File: src/rtl/tm1638_display_arbiter.sv
// Round-robin time-slicing of four display sources onto one TM1638 LED/key driver.
// Optional feature macro ARB_KEY_PIN_EN: board keys 0-3 pin a requesting source to the display.
module tm1638_display_arbiter #(
  parameter int C_FCK      = 50_000_000,
  parameter int C_DWELL_MS = 1000
) (
  input  logic         clk,
  input  logic         n_rst,
  input  logic [3:0]   req_i,
  input  logic [127:0] bin_dat_i,
  input  logic [31:0]  leds_i,
  input  logic [31:0]  dots_i,
  input  logic [7:0]   keys_i,
  output logic [31:0]  bin_dat_o,
  output logic [7:0]   leds_o,
  output logic [7:0]   dots_o,
  output logic [3:0]   grant_o,
  output logic         pinned_o,
  output logic         upd_o
);

  localparam int DWELL_CYC = (C_FCK / 1000) * C_DWELL_MS;
  localparam int CNT_W     = $clog2(DWELL_CYC);
  localparam logic [CNT_W-1:0] CNT_LAST = CNT_W'(DWELL_CYC - 1);
  localparam logic [CNT_W-1:0] CNT_ZERO = {CNT_W{1'b0}};

  typedef enum logic [1:0] {
    ST_BLANK  = 2'd0,
    ST_SHOW   = 2'd1,
    ST_PINNED = 2'd2
  } state_t;

  // Returns {found, index} of the first set bit of req scanning upward (mod 4) from start.
  function automatic logic [2:0] pick(input logic [3:0] req, input logic [1:0] start);
    logic [2:0] res;
    logic [1:0] idx;
    res = 3'b000;
    for (int i = 3; i >= 0; i--) begin
      idx = start + 2'(i);
      if (req[idx]) begin
        res = {1'b1, idx};
      end else begin
        res = res;
      end
    end
    return res;
  endfunction

  state_t           state_q, state_d;
  logic [1:0]       owner_q, owner_d;
  logic [1:0]       rr_q, rr_d;
  logic [CNT_W-1:0] cnt_q, cnt_d;
  logic [3:0]       grant_q, grant_d;
  logic [31:0]      bin_dat_q, bin_dat_d;
  logic [7:0]       leds_q, leds_d;
  logic [7:0]       dots_q, dots_d;
  logic             pinned_q, pinned_d;
  logic             upd_q, upd_d;

  logic [2:0]       scan_rr_s;
  logic [2:0]       scan_nx_s;
  logic             press_ok_s;
  logic [1:0]       press_idx_s;
  logic             unused_keys_s;

  assign scan_rr_s = pick(req_i, rr_q);
  assign scan_nx_s = pick(req_i, owner_q + 2'd1);

`ifdef ARB_KEY_PIN_EN
  localparam bit PIN_EN_C = 1'b1;
  logic [3:0] keys_q;
  logic [2:0] press_pick_s;

  // A press is a rising edge against the previous cycle's key levels; lowest index wins.
  assign press_pick_s  = pick(keys_i[3:0] & ~keys_q, 2'd0);
  assign press_idx_s   = press_pick_s[1:0];
  assign press_ok_s    = press_pick_s[2] & req_i[press_pick_s[1:0]];
  assign unused_keys_s = ^keys_i[7:4];

  // Key history register.
  always_ff @(posedge clk or negedge n_rst) begin
    if (!n_rst) begin
      keys_q <= 4'b0000;
    end else begin
      keys_q <= keys_i[3:0];
    end
  end
`else
  localparam bit PIN_EN_C = 1'b0;
  assign press_ok_s    = 1'b0;
  assign press_idx_s   = 2'd0;
  assign unused_keys_s = ^keys_i;
`endif

  // Next owner, slot timing and the registered image of the owner's data.
  always_comb begin
    state_d = state_q;
    owner_d = owner_q;
    cnt_d   = cnt_q;
    if (press_ok_s) begin
      // A valid press outranks dwell expiry and owner drop.
      cnt_d   = CNT_ZERO;
      owner_d = press_idx_s;
      if ((state_q == ST_PINNED) && (owner_q == press_idx_s)) begin
        state_d = ST_SHOW;
      end else begin
        state_d = ST_PINNED;
      end
    end else begin
      case (state_q)
        ST_BLANK: begin
          cnt_d = CNT_ZERO;
          if (scan_rr_s[2]) begin
            state_d = ST_SHOW;
            owner_d = scan_rr_s[1:0];
          end else begin
            state_d = ST_BLANK;
          end
        end
        ST_SHOW: begin
          if (!req_i[owner_q] || (cnt_q == CNT_LAST)) begin
            cnt_d = CNT_ZERO;
            if (scan_nx_s[2]) begin
              state_d = ST_SHOW;
              owner_d = scan_nx_s[1:0];
            end else begin
              state_d = ST_BLANK;
            end
          end else begin
            cnt_d = cnt_q + CNT_W'(1);
          end
        end
        ST_PINNED: begin
          cnt_d = CNT_ZERO;
          if (!req_i[owner_q]) begin
            if (scan_nx_s[2]) begin
              state_d = ST_SHOW;
              owner_d = scan_nx_s[1:0];
            end else begin
              state_d = ST_BLANK;
            end
          end else begin
            state_d = ST_PINNED;
          end
        end
        default: begin
          state_d = ST_BLANK;
          cnt_d   = CNT_ZERO;
        end
      endcase
    end

    grant_d   = 4'b0000;
    bin_dat_d = 32'h0000_0000;
    leds_d    = 8'h00;
    dots_d    = 8'h00;
    pinned_d  = 1'b0;
    rr_d      = rr_q;
    if (state_d != ST_BLANK) begin
      grant_d   = 4'b0001 << owner_d;
      bin_dat_d = bin_dat_i[{owner_d, 5'b00000} +: 32];
      leds_d    = leds_i[{owner_d, 3'b000} +: 8];
      dots_d    = dots_i[{owner_d, 3'b000} +: 8];
      pinned_d  = PIN_EN_C & (state_d == ST_PINNED);
      rr_d      = owner_d + 2'd1;
    end else begin
      rr_d      = rr_q;
    end
    upd_d = (grant_d != grant_q);
  end

  // State and output registers.
  always_ff @(posedge clk or negedge n_rst) begin
    if (!n_rst) begin
      state_q   <= ST_BLANK;
      owner_q   <= 2'd0;
      rr_q      <= 2'd0;
      cnt_q     <= CNT_ZERO;
      grant_q   <= 4'b0000;
      bin_dat_q <= 32'h0000_0000;
      leds_q    <= 8'h00;
      dots_q    <= 8'h00;
      pinned_q  <= 1'b0;
      upd_q     <= 1'b0;
    end else begin
      state_q   <= state_d;
      owner_q   <= owner_d;
      rr_q      <= rr_d;
      cnt_q     <= cnt_d;
      grant_q   <= grant_d;
      bin_dat_q <= bin_dat_d;
      leds_q    <= leds_d;
      dots_q    <= dots_d;
      pinned_q  <= pinned_d;
      upd_q     <= upd_d;
    end
  end

  assign grant_o   = grant_q;
  assign bin_dat_o = bin_dat_q;
  assign leds_o    = leds_q;
  assign dots_o    = dots_q;
  assign pinned_o  = pinned_q;
  assign upd_o     = upd_q;

endmodule

File: config.mk
export PLATFORM = sky130hd
export DESIGN_NAME = tm1638_display_arbiter
export DESIGN_NICKNAME = d
export VERILOG_FILES = /design/src/rtl/tm1638_display_arbiter.sv
export SDC_FILE = /design/constraint.sdc
export NUM_CORES = 1
export LEC_CHECK = 0
export ABC_AREA = 0
export BUFFER_PORTS_ARGS = -buffer_cell sky130_fd_sc_hd__buf_2
export CELL_PAD_IN_SITES_DETAIL_PLACEMENT = 0
export CELL_PAD_IN_SITES_GLOBAL_PLACEMENT = 1
export CORE_MARGIN = 2
export CORE_UTILIZATION = 30
export DETAILED_ROUTE_END_ITERATION = 12
export HOLD_SLACK_MARGIN = 0.06
export PLACE_DENSITY = 0.82
export SLEW_MARGIN = 20
export SYNTH_ARGS = -nofsm -noshare
export SYNTH_HDL_FRONTEND = slang
export SYNTH_SLANG_ARGS = --single-unit
File: constraint.sdc
create_clock -name clk -period 2.95 [get_ports clk]
set_input_delay 0.4425 -clock clk [delete_from_list [all_inputs] [get_ports clk]]
set_output_delay 0.4425 -clock clk [all_outputs]
set_load 0.1 [all_outputs]
==> results of run 1 <==
[registers in the layout, summed over array words and instances, names as in the netlist]
| signal | cells |
|---|---|
| bin_dat_o | 32 |
| cnt_q | 26 |
| dots_o | 8 |
| leds_o | 8 |
| grant_o | 4 |
| owner_q | 2 |
| rr_q | 2 |
| state_q | 2 |
| upd_o | 1 |
[per-layer routing]
metal  vias to the layer above  wire length [µm]  track usage [%]
li1                       2195                 -                -
met1                      2157              6050             20.0
met2                       150              7480             28.9
met3                        19               976             5.75
met4                         4               258             5.73
met5                         -                26                0
[stage by stage]
stage	cells	instance area, µm²	setup TNS (ns)	hold slack, ns
floorplan	458	4970	0	0.147
global placement	914	6480	0	0.480
detailed placement	914	6480	0	0.498
CTS	929	6780	0	0.144
global route	930	6800	-0.00609	0.163
finish	931	6810	0	0.125
[power groups by stage]
stage               logic (mW)  clock network [mW]  registers [mW]
finish                    6.25                1.15            1.75
global route              6.63                1.24            1.81
CTS                       6.28                1.20            1.76
detailed placement        6.27                   0            1.78
global placement          6.24                   0            1.76
floorplan                 2.56                   0            4.35
[layout by cell type (no fill, tap or decap), types with 9 or more instances in the layout]
cell type	n
a22oi_1	57
xor2_1	14
nor2_1	36
xnor2_1	10
dfrtp_1	85
nand2_1	21
nand3_1	12
buf_2	249
a21oi_1	12
mux2i_1	48
o21ai_0	10
a22oi_2	40
buf_4	18
clkbuf_16	9
[cells by family (layout without fill, tap and decap cells)]
| kind of cell | count (synthesis) | in the layout | synth area share [%] |
|---|---|---|---|
| AO/OA/AOI/OAI | 135 | 135 | 23.7 |
| AND/OR/NAND/NOR | 118 | 118 | 12.6 |
| flip-flops | 85 | 85 | 42.8 |
| multiplexers | 49 | 49 | 9.89 |
| buffers and inverters | 41 | 293 | 5.51 |
| XOR/XNOR | 24 | 24 | 4.23 |
| adder cells (fa/ha/maj) | 5 | 5 | 1.26 |
| other | 1 | 2 | 0.0754 |
[repair_timing]
| action | 4_1_cts | 5_1_grt |
|---|---|---|
| resized for setup | 0 | 6 |
| endpoints found under the setup margin | 0 | 1 |
| buffers inserted | 0 | 1 |
[cell type report]
cell class,count,share of cell area [%]
Inverter,6,0.331
Timing Repair Buffer,272,21.6
Clock buffer,11,3.71
Tap cell,220,4.04
Sequential cell,85,31.3
Antenna cell,1,0.0368
Multi-Input combinational cell,332,38.3
Clock inverter,4,0.699
[worst paths after layout]
kind | endpoint | slack [ns] | cells after the start
min in group clk | bin_dat_o[7]$_DFF_PN0_ | 0.38 | 3
setup reg to reg | bin_dat_o[18]$_DFF_PN0_ | 0.15 | 7
hold reg to reg | cnt_q[0]$_DFF_PN0_ | 0.50 | 1
max in group asynchronous | bin_dat_o[27]$_DFF_PN0_ | 2.06 | 2
hold / removal | bin_dat_o[13]$_DFF_PN0_ | 0.12 | 1
setup / recovery | bin_dat_o[18]$_DFF_PN0_ | 0.15 | 7
==> results_dict.tcl, run 1 <==
set metrics [dict create \
    synth_common_cells "dfrtp_1, a22oi_1, mux2i_1" \
    power_frac_comb_pct 68.2 \
    fin_crit_sh_pct 94.8 \
    grt_max_degree 58 \
    arrival_ns 3.02 \
    io_buffers 250 \
    gp_congestion 0.791 \
    grt_pass1_wl_mm 23.5 \
    routed_via_density 4.86 \
    synth.most_common_cell "dfrtp_1" \
    gr-total-overflow 0 \
    p_clk_share_pct 12.6 \
    die_x_um 133 \
    synth_area_per_cell_um2 10.9 \
    cp-startpoint "cnt_q[18]$_DFF_PN0_" \
    seq_area_um2 2130 \
    fin_skew_ns 0.0101 \
    ir_worst_vdd_uv 558 \
    tightest_slew_ns 0.647 \
    max_freq_ghz 0.358 \
    synth_top_area_share_pct 42.8 \
    cp-start-kind "register" \
    ys_ff_latch 85 \
    cts.sinks 85 \
    crit_required_ns 3.18 \
    hold_path_class "input port to async pin" \
    clk_latency_ns 0.34 \
    finalHoldViolations 0 \
    critPathSlowestCell "or4b_4" \
    ant_nets 0 \
    maxCapViolCount 0 \
    cts_hold_buf 0 \
    cts_buffer_depth 2 \
    nets 917 \
    slew_viol_final 0 \
    p_int_mw 3.98 \
    yosys-top-cells-area "dfrtp_1, a22oi_2, mux2i_1" \
    grt_pass1_vias 4542 \
    drive_above_1_share_pct 48.2 \
    cellPowerDensity_nw_per_um2 1350 \
    cts_tree "done" \
    drt_iter0_markers 238 \
    cts_max_level 3 \
    synthCells 458 \
    row_count 47 \
    synth_seq_area_share_pct 42.8 \
    n_fill_cell 1630 \
    yosys.area.top_type "dfrtp_1" \
    p_seq_share_pct 19.2 \
    clockRootBuffer "clkbuf_16" \
    async_reset_ff_share_pct 100 \
    wl_per_cell_um 15.9 \
    leakage_nw 3.25 \
    min_period_ns 2.80 \
    crit_fanout 35 \
    die_area_um2 17600 \
    dp_hpwl_mm 11.4 \
    fp.dieH_um 133 \
    grt.total_usage_pct 16.9 \
    final_util_pct 41.5 \
    synth_edf_count 0 \
    end_kind "register" \
    synthesis.nets 669 \
    synth_ff_type "dfrtp_1" \
    setup_ws_ns 0.155 \
    multi_input_area_um2 2610 \
    antenna_found_initial 3 \
    start_util_pct 30.3 \
    status "completed" \
    drc 0 \
    setup_violations 0 \
    pre_cts_ws_ns 0.0999 \
    setup.worst_path.class "register to register" \
    first_pass_iters 4 \
    swShare_pct 56.6 \
    r2r-start "cnt_q[18]$_DFF_PN0_" \
    syn-cell-area_um2 4970 \
    vias 4525 \
    relSlewSlack_pct 56.8 \
    crit_path_cell_trace "or4b_4 > nor4_4 > and3_1 > o211a_1 > o22a_4 > buf_4 > mux2i_1" \
    synth-warning-count 0 \
    yosysUniqueCellTypes 56 \
    crit_buf_inv 1 \
    cpLargestDelayFamily "simple AND/OR/NAND/NOR gates" \
    coreArea_um2 16400 \
    clkSlewWorstSetupHoldPaths_ns 0.06 \
    slowest_delay_ns 0.54 \
    routed_wl_mm 14.8 \
    syn2layout_area_growth_pct 36.9 \
    ioPinCount 260 \
    numCtsBuffers 9 \
    switchingPower_mw 5.19 \
    fin_total_pwr_mw 9.16 \
]
Power figures use the tool's default switching activity.
==> run 2: changes to the inputs <==
SETUP_SLACK_MARGIN = 0.3   (was not set)
==> run 2 against run 1 <==
Compared with the run above: die area stayed put; via count up 2.3%; highest routed layer is now met4; sequential share of layout area is 1.4 points lower; register-to-register slack better by 0.099 ns; clock power down 4%; final area rose by 4.6%; combinational power up 10%; core utilization rose by 1.9 points; clock-buffer cell count shrank 1; hold slack improved by 0.0093 ns; critical path depth up 4; clock skew shrank 0.0031 ns.
==> results_dict.tcl, run 2 (synthesis results as in run 1) <==
set metrics [dict create \
    status "completed" \
    rsz0062_at_grt "true" \
    vias 4627 \
    clkSlewWorstSetupHoldPaths_ns 0.06 \
    crit_fanout 5 \
    io_buffers 250 \
    ir_worst_vdd_uv 759 \
    clockRootBuffer "clkbuf_16" \
    cp-start-kind "register" \
    swShare_pct 55.9 \
    dp_hpwl_mm 11.2 \
    crit_path_cell_trace "or4b_4 > nor4_4 > nand3_1 > nand2_1 > a21oi_2 > o22a_4 > ha_4 > nor4bb_4 > a31oi_1 > o32ai_1 > nand3_1" \
    switchingPower_mw 5.45 \
    n_antenna_cell 0 \
    p_seq_share_pct 18.1 \
    routed_wl_mm 15.6 \
    p_clk_share_pct 11.3 \
    setup-tns-final_ns 0 \
    slowest_delay_ns 0.55 \
    relSlewSlack_pct 54.6 \
    drive_above_1_share_pct 50.8 \
    p_int_mw 4.30 \
    fp.dieH_um 133 \
    cellPowerDensity_nw_per_um2 1370 \
    fin_crit_sh_pct 91.4 \
    power_frac_comb_pct 70.6 \
    leakage_nw 3.41 \
    tightest_slew_ns 0.681 \
    max_freq_ghz 0.371 \
    row_count 47 \
    first_pass_iters 5 \
    final_area_um2 7120 \
    grt.total_usage_pct 17.8 \
    layout_common_cells "buf_2, dfrtp_1, a22oi_1" \
    antenna_found_initial 0 \
    cts_buffer_depth 2 \
    critPathSlowestCell "or4b_4" \
    numCtsBuffers 9 \
    cts_tree "done" \
    hold_path_class "input port to async pin" \
    routed_via_density 4.85 \
    start_util_pct 30.3 \
    setup_violations 0 \
    maxCapViolCount 0 \
    placed_cell_area_um2 6560 \
    crit_required_ns 3.17 \
    wl_per_cell_um 16.3 \
    end_kind "register" \
    syn2layout_area_growth_pct 43.2 \
    cts_max_level 3 \
    cts.sinks 85 \
    ant_nets 0 \
    die_area_um2 17600 \
    grt_pass1_wl_mm 24.5 \
    gr-total-overflow 0 \
    gp_congestion 0.826 \
    fin_total_pwr_mw 9.74 \
    drc 0 \
    grt_max_degree 53 \
    min_period_ns 2.70 \
    die_x_um 133 \
    finalHoldViolations 0 \
    grt_pass1_vias 4640 \
    setup.worst_path.class "register to register" \
    clk_latency_ns 0.35 \
    slew_viol_final 0 \
    nets 940 \
    arrival_ns 2.91 \
    coreArea_um2 16400 \
    drt_iter0_markers 132 \
    final_common_cell "buf_2" \
    ioPinCount 260 \
    fin_skew_ns 0.00706 \
    largest_reg_flops 32 \
    critical_path.most_common_cell "nand3_1" \
]
[run 2: cell count changes in the layout (fill, tap and decap cells not counted), sizes merged]
cell	change
buf	+21
clkinv	+2
bufbuf	+1
bufinv	-1
diode	-1
inv	+1
[run 2: worst max-delay path: cells and delay by family (launching register included)]
kind | cells | cell delay (ns)
compound gates | 4 | 0.51
fa+ha+maj | 1 | 0.19
flops | 1 | 0.38
simple gates | 6 | 1.50
[run 2: metal layers]
metal / part of all wire, % / wire, µm / track usage, % / vias up
li1: - / - / - / 2261
met1: 43 / 6650 / 22.6 / 2198
met2: 50 / 7810 / 30.4 / 151
met3: 5.5 / 852 / 3.22 / 17
met4: 1.7 / 271 / 6.45 / 0
met5: 0 / 0 / 0 / -
[run 2: area by class of cell]
class / instances / area, µm²
clock buffer: 10 / 239
clock inverter: 6 / 47.5
fill: 1619 / 9290
inverter: 6 / 25.0
multi-input combinational: 332 / 2670
sequential: 85 / 2130
tap: 220 / 275
timing repair buffer: 295 / 1730
[run 2: stage by stage]
| step | instances | setup slack [ns] | hold WS [ns] | util, % |
|---|---|---|---|---|
| after floorplan | 458 | 0.198 | 0.147 | - |
| after global placement | 922 | 0.159 | 0.478 | 40.0 |
| after detailed placement | 922 | 0.114 | 0.493 | 40.0 |
| final | 954 | 0.254 | 0.134 | 43.4 |
| after CTS | 950 | 0.203 | 0.166 | 42.9 |
| after global routing | 954 | 0.0866 | 0.185 | 43.4 |
[run 2: power by group through the flow]
stage               sequential (mW)  combinational (mW)  clock (mW)
floorplan                      4.35                2.64           0
global placement               1.77                6.34           0
detailed placement             1.78                6.38           0
CTS                            1.76                6.83        1.13
global route                   1.81                7.27        1.18
finish                         1.76                6.88        1.10
[run 2: path summary, 6_finish.rpt]
path	depth (start not counted)	endpoint	slack (ns)	start
setup reg to reg	11	upd_o$_DFF_PN0_	0.25	cnt_q[18]$_DFF_PN0_
min in group clk	3	bin_dat_o[13]$_DFF_PN0_	0.38	bin_dat_i[109]
setup / recovery	11	upd_o$_DFF_PN0_	0.25	cnt_q[18]$_DFF_PN0_
max in group asynchronous	2	cnt_q[9]$_DFF_PN0_	2.15	n_rst
hold / removal	1	bin_dat_o[24]$_DFF_PN0_	0.13	n_rst
hold reg to reg	1	cnt_q[0]$_DFF_PN0_	0.52	cnt_q[0]$_DFF_PN0_
[run 2: what timing repair did]
action	CTS	global route
hold buffers	0	0
pin swaps	9	5
gates resized for setup	11	7
gates cloned	3	1
buffers inserted	9	3
endpoints found under the setup margin	36	50
